## config.mk

```make
export PLATFORM = sky130hd
export DESIGN_NAME = input_daemon_flat
export DESIGN_NICKNAME = d
export VERILOG_FILES = /design/src/rtl/input_daemon_if.sv /design/src/rtl/input_daemon.sv /design/src/flat_wrapper.sv
export SDC_FILE = /design/constraint.sdc
export NUM_CORES = 1
export LEC_CHECK = 0
export ABC_CLOCK_PERIOD_IN_PS = 5750
export CAP_MARGIN = 20
export CORE_ASPECT_RATIO = 0.7
export CORE_MARGIN = 3
export CORE_UTILIZATION = 40
export DETAILED_ROUTE_END_ITERATION = 10
export REMOVE_ABC_BUFFERS = 1
export SETUP_SLACK_MARGIN = 0.02
export SLEW_MARGIN = 20
export SYNTH_ARGS = -nofsm -noshare
export SYNTH_HDL_FRONTEND = slang
export SYNTH_SLANG_ARGS = --single-unit
```

## constraint.sdc

```tcl
create_clock -name clk -period 5.75 [get_ports clk]
set_clock_uncertainty 0.1 [all_clocks]
set_input_delay 1.15 -clock clk [delete_from_list [all_inputs] [get_ports clk]]
set_output_delay 1.15 -clock clk [all_outputs]
set_load 0.05 [all_outputs]
```

## src/rtl/input_daemon_if.sv

```systemverilog
// rtl/input_daemon_if.sv - ingress word stream and output-daemon bus of one switch input port
//
// Signals:
//   INPUT_PORT / INPUT_VALID / INPUT_READY   ingress word handshake
//   NOBLOCKOBUF_TO_1..4                      {valid, data} head word offered to output daemon k
//   RD_1..4                                  consume strobe from output daemon k
// Modports:
//   master  link and output-daemon side (drives words and consume strobes)
//   slave   input daemon side
interface input_daemon_if;
    logic [31:0] INPUT_PORT;
    logic        INPUT_VALID;
    logic        INPUT_READY;
    logic [32:0] NOBLOCKOBUF_TO_1;
    logic [32:0] NOBLOCKOBUF_TO_2;
    logic [32:0] NOBLOCKOBUF_TO_3;
    logic [32:0] NOBLOCKOBUF_TO_4;
    logic        RD_1;
    logic        RD_2;
    logic        RD_3;
    logic        RD_4;

    modport master (
        output INPUT_PORT, INPUT_VALID, RD_1, RD_2, RD_3, RD_4,
        input  INPUT_READY, NOBLOCKOBUF_TO_1, NOBLOCKOBUF_TO_2,
               NOBLOCKOBUF_TO_3, NOBLOCKOBUF_TO_4
    );

    modport slave (
        input  INPUT_PORT, INPUT_VALID, RD_1, RD_2, RD_3, RD_4,
        output INPUT_READY, NOBLOCKOBUF_TO_1, NOBLOCKOBUF_TO_2,
               NOBLOCKOBUF_TO_3, NOBLOCKOBUF_TO_4
    );
endinterface

```

## src/rtl/input_daemon.sv

```systemverilog
// rtl/input_daemon.sv - switch ingress stage: header parse, destination tagging, tagged-word FIFO
//
// Ports:
//   clk         clock
//   rst         asynchronous active-high reset
//   bus         input_daemon_if.slave: ingress words in, {valid,data} per output daemon out,
//               consume strobes in
//   DROP_COUNT  saturating count of dropped packets (only with INPUT_DAEMON_DROP_CNT_EN)
// Parameters:
//   DEPTH        FIFO depth in words (power of 2, >= 2)
//   MAX_PKT_LEN  largest legal packet length in words, header included
// Optional feature macro: INPUT_DAEMON_DROP_CNT_EN
module input_daemon #(
    parameter int DEPTH       = 16,
    parameter int MAX_PKT_LEN = 255
) (
    input  logic               clk,
    input  logic               rst,
`ifdef INPUT_DAEMON_DROP_CNT_EN
    input_daemon_if.slave      bus,
    output logic [15:0]        DROP_COUNT
`else
    input_daemon_if.slave      bus
`endif
);
    localparam int AW = $clog2(DEPTH);
    localparam logic [15:0] MAX_LEN = 16'(MAX_PKT_LEN);

    typedef enum logic [1:0] {IDLE, PAYLOAD, DROP} state_t;

    // Entry layout: {dest[1:0], data[31:0]}
    logic [33:0]   mem [DEPTH];
    logic [AW-1:0] wr_ptr;
    logic [AW-1:0] rd_ptr;
    logic [AW:0]   count;

    state_t        state;
    logic [15:0]   cnt;
    logic [1:0]    dest_q;

    logic          full;
    logic          empty;
    logic          accept;
    logic          push;
    logic [1:0]    push_dest;
    logic          pop;
    logic [15:0]   hdr_len;
    logic [1:0]    hdr_dest;
    logic [33:0]   head;
    logic [1:0]    head_dest;
    logic [3:0]    rd_vec;
    logic [3:0]    valid_vec;

    assign full      = (count == (AW+1)'(DEPTH));
    assign empty     = (count == '0);
    // Ready comes only from registered occupancy, so a pop on this edge
    // cannot make room for a push on the same edge.
    assign bus.INPUT_READY = !rst && !full;
    assign accept    = bus.INPUT_VALID && bus.INPUT_READY;

    assign hdr_len   = bus.INPUT_PORT[23:8];
    assign hdr_dest  = bus.INPUT_PORT[25:24];

    always_comb begin
        push      = 1'b0;
        push_dest = hdr_dest;
        if (accept) begin
            case (state)
                IDLE:    push = (hdr_len != 16'd0) && (hdr_len <= MAX_LEN);
                PAYLOAD: begin
                    push      = 1'b1;
                    push_dest = dest_q;
                end
                default: push = 1'b0;
            endcase
        end
    end

    assign head      = mem[rd_ptr];
    assign head_dest = head[33:32];
    assign rd_vec    = {bus.RD_4, bus.RD_3, bus.RD_2, bus.RD_1};

    // Only the head's destination can see valid, so at most one output is valid.
    always_comb begin
        valid_vec = 4'b0000;
        if (!empty)
            valid_vec[head_dest] = 1'b1;
    end

    assign pop = !empty && rd_vec[head_dest];

    assign bus.NOBLOCKOBUF_TO_1 = {valid_vec[0], valid_vec[0] ? head[31:0] : 32'd0};
    assign bus.NOBLOCKOBUF_TO_2 = {valid_vec[1], valid_vec[1] ? head[31:0] : 32'd0};
    assign bus.NOBLOCKOBUF_TO_3 = {valid_vec[2], valid_vec[2] ? head[31:0] : 32'd0};
    assign bus.NOBLOCKOBUF_TO_4 = {valid_vec[3], valid_vec[3] ? head[31:0] : 32'd0};

    // Storage needs no reset: the occupancy count gates everything read from it.
    always_ff @(posedge clk) begin
        if (push)
            mem[wr_ptr] <= {push_dest, bus.INPUT_PORT};
    end

    always_ff @(posedge clk or posedge rst) begin
        if (rst) begin
            wr_ptr <= '0;
            rd_ptr <= '0;
            count  <= '0;
        end else begin
            if (push)
                wr_ptr <= wr_ptr + 1'b1;
            if (pop)
                rd_ptr <= rd_ptr + 1'b1;
            count <= count + (AW+1)'(push) - (AW+1)'(pop);
        end
    end

    always_ff @(posedge clk or posedge rst) begin
        if (rst) begin
            state  <= IDLE;
            cnt    <= 16'd0;
            dest_q <= 2'd0;
        end else if (accept) begin
            case (state)
                IDLE: begin
                    if (hdr_len == 16'd0) begin
                        state <= IDLE;
                    end else if (hdr_len > MAX_LEN) begin
                        cnt <= hdr_len - 16'd1;
                        if (hdr_len != 16'd1)
                            state <= DROP;
                    end else if (hdr_len != 16'd1) begin
                        dest_q <= hdr_dest;
                        cnt    <= hdr_len - 16'd1;
                        state  <= PAYLOAD;
                    end
                end
                PAYLOAD, DROP: begin
                    cnt <= cnt - 16'd1;
                    if (cnt == 16'd1)
                        state <= IDLE;
                end
                default: state <= IDLE;
            endcase
        end
    end

`ifdef INPUT_DAEMON_DROP_CNT_EN
    logic drop_hit;

    // A header is counted when discarded for zero length or when it opens a DROP run.
    assign drop_hit = accept && (state == IDLE) &&
                      ((hdr_len == 16'd0) || ((hdr_len > MAX_LEN) && (hdr_len != 16'd1)));

    always_ff @(posedge clk or posedge rst) begin
        if (rst)
            DROP_COUNT <= 16'd0;
        else if (drop_hit && (DROP_COUNT != 16'hFFFF))
            DROP_COUNT <= DROP_COUNT + 16'd1;
    end
`endif
endmodule

```

## src/flat_wrapper.sv

```systemverilog
// flat-port wrapper written by rule: the top's interface ports become plain ports
module input_daemon_flat 
#(
    parameter int DEPTH       = 16,
    parameter int MAX_PKT_LEN = 255
)
  (clk, rst, bus_INPUT_PORT, bus_INPUT_VALID, bus_RD_1, bus_RD_2, bus_RD_3, bus_RD_4, bus_INPUT_READY, bus_NOBLOCKOBUF_TO_1, bus_NOBLOCKOBUF_TO_2, bus_NOBLOCKOBUF_TO_3, bus_NOBLOCKOBUF_TO_4);
  input_daemon_if bus_i ();
  input  logic clk;
  input  logic rst;
  input wire logic [$bits(bus_i.INPUT_PORT)-1:0] bus_INPUT_PORT;
  input wire logic [$bits(bus_i.INPUT_VALID)-1:0] bus_INPUT_VALID;
  input wire logic [$bits(bus_i.RD_1)-1:0] bus_RD_1;
  input wire logic [$bits(bus_i.RD_2)-1:0] bus_RD_2;
  input wire logic [$bits(bus_i.RD_3)-1:0] bus_RD_3;
  input wire logic [$bits(bus_i.RD_4)-1:0] bus_RD_4;
  output wire logic [$bits(bus_i.INPUT_READY)-1:0] bus_INPUT_READY;
  output wire logic [$bits(bus_i.NOBLOCKOBUF_TO_1)-1:0] bus_NOBLOCKOBUF_TO_1;
  output wire logic [$bits(bus_i.NOBLOCKOBUF_TO_2)-1:0] bus_NOBLOCKOBUF_TO_2;
  output wire logic [$bits(bus_i.NOBLOCKOBUF_TO_3)-1:0] bus_NOBLOCKOBUF_TO_3;
  output wire logic [$bits(bus_i.NOBLOCKOBUF_TO_4)-1:0] bus_NOBLOCKOBUF_TO_4;
  assign bus_i.INPUT_PORT = bus_INPUT_PORT;
  assign bus_i.INPUT_VALID = bus_INPUT_VALID;
  assign bus_i.RD_1 = bus_RD_1;
  assign bus_i.RD_2 = bus_RD_2;
  assign bus_i.RD_3 = bus_RD_3;
  assign bus_i.RD_4 = bus_RD_4;
  assign bus_INPUT_READY = bus_i.INPUT_READY;
  assign bus_NOBLOCKOBUF_TO_1 = bus_i.NOBLOCKOBUF_TO_1;
  assign bus_NOBLOCKOBUF_TO_2 = bus_i.NOBLOCKOBUF_TO_2;
  assign bus_NOBLOCKOBUF_TO_3 = bus_i.NOBLOCKOBUF_TO_3;
  assign bus_NOBLOCKOBUF_TO_4 = bus_i.NOBLOCKOBUF_TO_4;
  input_daemon #(.DEPTH(DEPTH), .MAX_PKT_LEN(MAX_PKT_LEN)) u_core (.clk(clk), .rst(rst), .bus(bus_i));
endmodule
```

==> run summary, run 1 <==
cell area after placement = 27000 um^2
Die Span Y = 211 um
CP Buf/Inv Count = 2
Setup Crit Path Kind = reg -> out
Iteration-0 DRC Markers = 1182
Sw Share = 39.4%
largest net degree at the start of global routing = 44
ratio of cells with drive above 1 in the final layout = 28.5%
CP Max Fanout = 25
register area share after synthesis = 71.8%
drt wl/cell = 25.3 um
final core area utilization = 49.2%
period utilization = 94.4%
Die ar. = 62800 um^2
Post-Syn Instances = 1214
worst min-delay path class = reg -> reg
Seq cells post-synth = 577
CP top delay family = buffers and inverters
register area = 17200 um^2
Area growth, synth to finish = 20.8%
RSZ-0062 raised after global routing = false
I/O pins = 172
cell taking the most area after synthesis = edfxtp_1
CTS H-Tree Depth = 2
total grt overflow = 0
Sw Pwr = 6.41 mW
Cell Count, Final, Fillers Out = 2289
peak supply drop = 511 uV
CTS Buf Count = 54
Worst Setup End Kind = output pin
Seq pwr share = 31.1%
Slowest-stage cell, CP = clkdlybuf4s50_1
Total Wirelength = 57800 um
DRT Pass-1 Iters = 5
Slew Limit Fails = 0
Post-Synth XOR/XNOR Area = 0.842%
Via Count = 12400
vias per cell = 5.41
Clock Latency Late Sink = 0.58 ns
internal power = 9.87 mW
setup violators final = 0
vias in the first global route = 12600
row count = 74
clock power share = 22.7%
Distinct cells, synth = 62
final hold violations = 0
nets = 1503
worst reg2reg setup slack = 1.61 ns
most frequent cell after synthesis = edfxtp_1
Worst path max stage delay = 0.82 ns
Worst Path Required = 4.50 ns
clk sinks = 577
post-DP HPWL = 33000 um
power per cell area = 564 nW/um^2
dominant cells by area after synthesis = edfxtp_1 (68%), mux4_2 (16%), and2_1 (3.5%), dfrtp_1 (3.5%), ha_1 (0.99%)
worst-margin pin slew = 0.973 ns
Relative slew margins = 35.1%
post-synth top area share = 68.3%
first-pass GRT wire length = 85400 um
Placed Instances = 2181
Max Cap Violations = 0
Detail Route Antenna Nets = 0
Initial Util = 40.7%
main combinational cell family by area after synthesis = multiplexers
fraction of registers with async set/reset = 5.72%
root buffer cell = clkbuf_16
part of the power in combinational logic = 46.2%
Primary FF master, synth = edfxtp_1
footprint of the multi-input gates = 6540 um^2
Compound-Gate Fraction of Synth Area = 1.87%
EDFF count, synth = 544
run status = finished, final reports clean
Adder-Cell Fraction of Synth Area = 1.08%
number of gates resized after cts = 0
commonest cells in the synthesized netlist = edfxtp_1 (544), mux4_2 (166), and2_1 (133)
post-route cell area = 28900 um^2
Final min period = 5.43 ns
GP Congestion = 0.765
initial antenna violation count = 1
fillers = 4820
Post-Synth Simple-Gate Area = 6.54%
total track usage = 18.3%
FMAX = 184 MHz
clock buffer depth = 3
Clock Pin Slew Worst Setup and Hold Paths = 0.06 ns
CORE AREA = 58700 um^2
mux cell area share after synthesis = 16.5%
Worst EP arrival = 4.18 ns
I/O Buffers = 171
CP Launch Type = flip-flop
Leakage = 9.45 nW
worst path cell trace = mux2_1 > mux4_2 > nor3_1 > nor2_1 > nor2_4 > buf_4 > clkdlybuf4s50_1
cell area after synthesis = 23900 um^2
# DRC = 0
TritonCTS clock tree = yes
die width = 298 um
Mean Syn Cell Area = 19.7 um^2
Syn. warnings = 0
[cell usage in the layout (no fill, tap or decap), types with 7 or more instances in the layout]
cell type / instances
and2_1: 129
nor2_1: 18
ha_1: 19
o22ai_1: 7
clkinv_2: 9
clkbuf_16: 54
bufinv_16: 9
nand3_1: 28
nor2_4: 7
mux2_2: 9
buf_12: 19
inv_1: 19
o21ai_0: 19
nand2_1: 23
edfxtp_1: 544
dfrtp_1: 30
clkbuf_1: 8
clkinv_1: 13
xor2_1: 12
xnor2_1: 11
mux4_2: 166
buf_4: 108
clkdlybuf4s50_1: 107
a21oi_1: 18
[sequential cells by signal, summed over array words and instances (netlist names)]
name,flops
u_core.rd_ptr,4
u_core.cnt,16
u_core.dest_q,2
u_core.wr_ptr,4
u_core.count,5
u_core.state,2
u_core.mem,544
[worst register-to-register path, delay by kind of cell (launching register included)]
kind / cells / cell delay (ns)
adder cells (fa/ha/maj): 3 / 0.82
AND/OR/NAND/NOR: 2 / 0.18
flip-flops: 1 / 0.77
XOR/XNOR: 1 / 0.13
buffers and inverters: 1 / 0.04
AO/OA/AOI/OAI: 3 / 0.74
multiplexers: 3 / 1.28
[metrics by stage]
stage                     setup TNS [ns]  power, mW  hold WS [ns]  setup slack, ns
final                                  0       16.3         0.408            0.322
after global routing                   0       17.0         0.427            0.131
after CTS                              0       16.4         0.410            0.113
after detailed placement               0       12.7         0.396            0.726
after global placement                 0       12.6         0.385            0.792
after floorplan                  -663.86       10.6         0.375            -3.86
[layout make-up]
cell class / count / share of cell area [%]
clock buffer: 64 / 4.88
multi-input combinational: 556 / 22.6
sequential: 577 / 59.4
inverter: 21 / 0.282
antenna: 4 / 0.0347
clock inverter: 35 / 1.43
timing repair buffer: 234 / 7.83
tap: 798 / 3.46
[what timing repair did]
action / 4_1_cts / 5_1_grt
setup buffers: 0 / 5
endpoints found under the setup margin: 0 / 3
hold buffers: 0 / 0
[worst paths after layout]
kind,from,to,depth (start not counted)
setup / recovery,u_core.rd_ptr[0]$_DFFE_PP0P_,bus_NOBLOCKOBUF_TO_2[32],7
hold / removal,u_core.dest_q[1]$_DFFE_PP0P_,u_core.dest_q[1]$_DFFE_PP0P_,1
setup reg to reg,u_core.rd_ptr[1]$_DFFE_PP0P_,u_core.count[4]$_DFF_PP0_,13
hold reg to reg,u_core.dest_q[1]$_DFFE_PP0P_,u_core.dest_q[1]$_DFFE_PP0P_,1
max in group asynchronous,rst,u_core.rd_ptr[1]$_DFFE_PP0P_,3
min in group asynchronous,rst,u_core.count[1]$_DFF_PP0_,2
[power by group through the flow]
stage                     logic (mW)  registers, mW  clock network [mW]
after global placement          7.45           5.14                   0
after CTS                       7.54           5.06                3.78
final                           7.52           5.06                3.70
after floorplan                 5.24           5.36                   0
after detailed placement        7.53           5.15                   0
after global routing            7.99           5.09                3.95
[metal layers]
layer	wire [um]	track usage [%]	share of wire (%)	up-vias
li1	-	-	-	5380
met1	26700	27.6	46	6590
met2	27200	29.1	47	352
met3	3120	2.79	5.4	56
met4	760	3.08	1.3	0
met5	0	0	0	-
[cell families (layout without fill, tap and decap cells)]
family	after synthesis	count (layout)
buf+inv	81	354
fa+ha+maj	20	20
compound gates	67	67
mux	184	184
other cells	0	4
xor+xnor	23	23
simple gates	262	262
flops	577	577
Note: power is estimated with default switching activity, not from simulation.
==> run 2: changes to the inputs <==
--- a/config.mk
+++ b/config.mk
@@ -5,12 +5,16 @@
 export SDC_FILE = /design/constraint.sdc
 export NUM_CORES = 1
 export LEC_CHECK = 0
+export ABC_AREA = 1
 export ABC_CLOCK_PERIOD_IN_PS = 5750
 export CAP_MARGIN = 20
+export CELL_PAD_IN_SITES_DETAIL_PLACEMENT = 1
+export CELL_PAD_IN_SITES_GLOBAL_PLACEMENT = 1
 export CORE_ASPECT_RATIO = 0.7
 export CORE_MARGIN = 3
 export CORE_UTILIZATION = 40
 export DETAILED_ROUTE_END_ITERATION = 10
+export PLACE_DENSITY_LB_ADDON = 0.1
 export REMOVE_ABC_BUFFERS = 1
 export SETUP_SLACK_MARGIN = 0.02
 export SLEW_MARGIN = 20
==> run 2 against run 1 <==
Compared with the run above: sequential power about the same; combinational power rose by 13%; register-to-register slack gained 0.11 ns; synthesized area is 1.3% higher; fmax is 0.36% lower; clock power is 4% lower; final area down 0.59%; global-route usage increased by 5.5 points; critical path depth grew 4; first-iteration DRC count rose by 30%; non-clock buffer count grew 1; clock-buffer cell count up 7.
==> run summary, run 2 <==
run status = finished, final reports clean
setup TNS = 0 ns
Clock Latency Late Sink = 0.62 ns
row count = 74
Post-Syn Instances = 2016
final hold violations = 0
Final min period = 5.45 ns
FMAX = 184 MHz
min-delay src = u_core.dest_q[0]$_DFFE_PP0P_
ratio of cells with drive above 1 in the final layout = 12.5%
Primary FF master, synth = edfxtp_1
Post-Synth Simple-Gate Area = 11.5%
Adder-Cell Fraction of Synth Area = 1.06%
Syn. warnings = 0
vias per cell = 5.59
Slew Limit Fails = 0
Most flops, register = u_core.mem
Compound-Gate Fraction of Synth Area = 11.8%
RSZ-0062 raised after global routing = false
first-pass GRT wire length = 113000 um
Via Count = 16900
total grt overflow = 0
Setup Crit Path Kind = reg -> out
Die Span Y = 212 um
clock buffer depth = 3
CTS H-Tree Depth = 2
clk sinks = 577
FF-to-FF Start = u_core.rd_ptr[0]$_DFFE_PP0P_
CTS Buf Count = 56
Leakage = 9.91 nW
Die ar. = 63600 um^2
largest registers = u_core.mem x544, u_core.cnt x16, u_core.count x5
CORE AREA = 59100 um^2
vias in the first global route = 17400
Distinct cells, synth = 37
post-DP HPWL = 43300 um
commonest cells in the synthesized netlist = edfxtp_1 (544), nor2_1 (436), o21ai_0 (277)
Iteration-0 DRC Markers = 1537
DRT Pass-1 Iters = 5
setup violators final = 0
worst-margin pin slew = 1.07 ns
final core area utilization = 48.6%
most common cell after layout, fill and taps aside = edfxtp_1
cell area after synthesis = 24200 um^2
register area share after synthesis = 70.9%
Total Wirelength = 75700 um
Mean Syn Cell Area = 12.0 um^2
EDFF count, synth = 544
# DRC = 0
I/O Buffers = 171
die width = 300 um
cell taking the most area after synthesis = edfxtp_1
Worst EP arrival = 4.20 ns
power per cell area = 598 nW/um^2
CP Max Fanout = 75
Worst Path Required = 4.50 ns
Worst Setup End Kind = output pin
pre-CTS WS = 0.791 ns
largest net degree at the start of global routing = 164
root buffer cell = clkbuf_16
initial antenna violation count = 1
CP Launch Type = flip-flop
final worst slack = 0.302 ns
period utilization = 94.7%
hold_buf cts = 0
fraction of registers with async set/reset = 5.72%
Post-Synth XOR/XNOR Area = 0.723%
Initial Util = 41.0%
mux cell area share after synthesis = 0.0878%
Inserted Diodes = 0
worst min-delay path class = reg -> reg
Setup crit start = u_core.rd_ptr[0]$_DFFE_PP0P_
Min Hold Slack = 0.375 ns
nets = 2240
max reg flops = 544
Clock Pin Slew Worst Setup and Hold Paths = 0.07 ns
Detail Route Antenna Nets = 0
most frequent cell after synthesis = edfxtp_1
commonest cells after routing, fill and taps aside = edfxtp_1 (544), nor2_1 (420), o21ai_0 (277)
post-synth top area share = 67.5%
main combinational cell family by area after synthesis = compound AO/OA/AOI/OAI gates
Max Cap Violations = 0
Seq cells post-synth = 577
Relative slew margins = 28.8%
drt wl/cell = 25.1 um
peak supply drop = 395 uV
GP Congestion = 0.808
total track usage = 23.8%
TritonCTS clock tree = yes
dominant cells by area after synthesis = edfxtp_1 (67%), nor2_1 (6.8%), o21ai_0 (5.7%), o221ai_1 (3.5%), dfrtp_1 (3.4%)
Area growth, synth to finish = 18.6%
I/O pins = 172
## run 2: cell count changes after synthesis, moves of 22 or more
cell / change
and2_1: -133
buf_2: +28
clkbuf_1: +32
inv_1: +45
inv_2: +35
mux4_2: -166
nand2_1: +128
nand3_1: +64
nor2_1: +412
o211ai_1: +30
o21ai_0: +258
o221ai_1: +97
o22ai_1: +22
## run 2: worst paths after layout
path | depth (start not counted) | endpoint | slack (ns)
setup / recovery | 11 | bus_NOBLOCKOBUF_TO_4[7] | 0.30
hold / removal | 2 | u_core.dest_q[0]$_DFFE_PP0P_ | 0.38
setup reg to reg | 20 | u_core.count[4]$_DFF_PP0_ | 1.72
hold reg to reg | 2 | u_core.dest_q[0]$_DFFE_PP0P_ | 0.38
max in group asynchronous | 3 | u_core.rd_ptr[1]$_DFFE_PP0P_ | 4.29
min in group asynchronous | 3 | u_core.count[1]$_DFF_PP0_ | 0.88
## run 2: per-layer routing
layer / up-vias / routed length (um) / track usage, %
li1: 7651 / - / -
met1: 8770 / 35700 / 35.0
met2: 387 / 35100 / 38.1
met3: 83 / 3700 / 3.09
met4: 0 / 1220 / 5.01
met5: - / 0 / 0
## run 2: cells by family (layout without fill, tap and decap cells)
| family | Yosys count | after routing |
|---|---|---|
| multiplexers | 2 | 2 |
| buffers and inverters | 231 | 438 |
| adder cells (fa/ha/maj) | 20 | 20 |
| flip-flops | 577 | 577 |
| XOR/XNOR | 20 | 20 |
| AO/OA/AOI/OAI | 469 | 469 |
| AND/OR/NAND/NOR | 697 | 697 |
## run 2: layout make-up
class | count | area, um^2
timing repair buffer | 235 | 2210
clock buffer | 71 | 1470
clock inverter | 29 | 245
inverter | 103 | 395
fill | 6178 | 30400
sequential | 577 | 17200
tap | 798 | 998
multi-input combinational | 1208 | 6220
## run 2: through the flow
| step | instance area, um^2 | power (mW) | cells |
|---|---|---|---|
| 5_1_grt | 28700 | 18.1 | 3021 |
| 6_report | 28700 | 17.2 | 3021 |
| 3_3_place_gp | 27000 | 13.6 | 2921 |
| 3_5_place_dp | 27000 | 13.7 | 2921 |
| 2_1_floorplan | 23600 | 10.6 | 1888 |
| 4_1_cts | 28700 | 17.3 | 3021 |
## run 2: repair_timing
item	CTS	global route
buffers inserted	0	0
gates resized for setup	0	3
setup endpoints to repair	0	2
## run 2: critical path, stage by stage, from the launching register on
cell,delay (ns)
dfrtp_4,0.66
inv_8,0.38
nand2_1,0.13
nand3_1,0.09
nand3_1,0.07
nand3_1,0.10
nand2_2,0.13
a21oi_1,0.20
nand2_2,0.34
buf_4,0.40
nor2_1,0.14
clkdlybuf4s50_1,0.80
## run 2: report_power, final
| group | internal [mW] | switching, mW |
|---|---|---|
| Sequential | 4.89 | 0.192 |
| Combinational | 2.24 | 6.30 |
| Clock | 1.97 | 1.58 |
| Total | 9.10 | 8.06 |
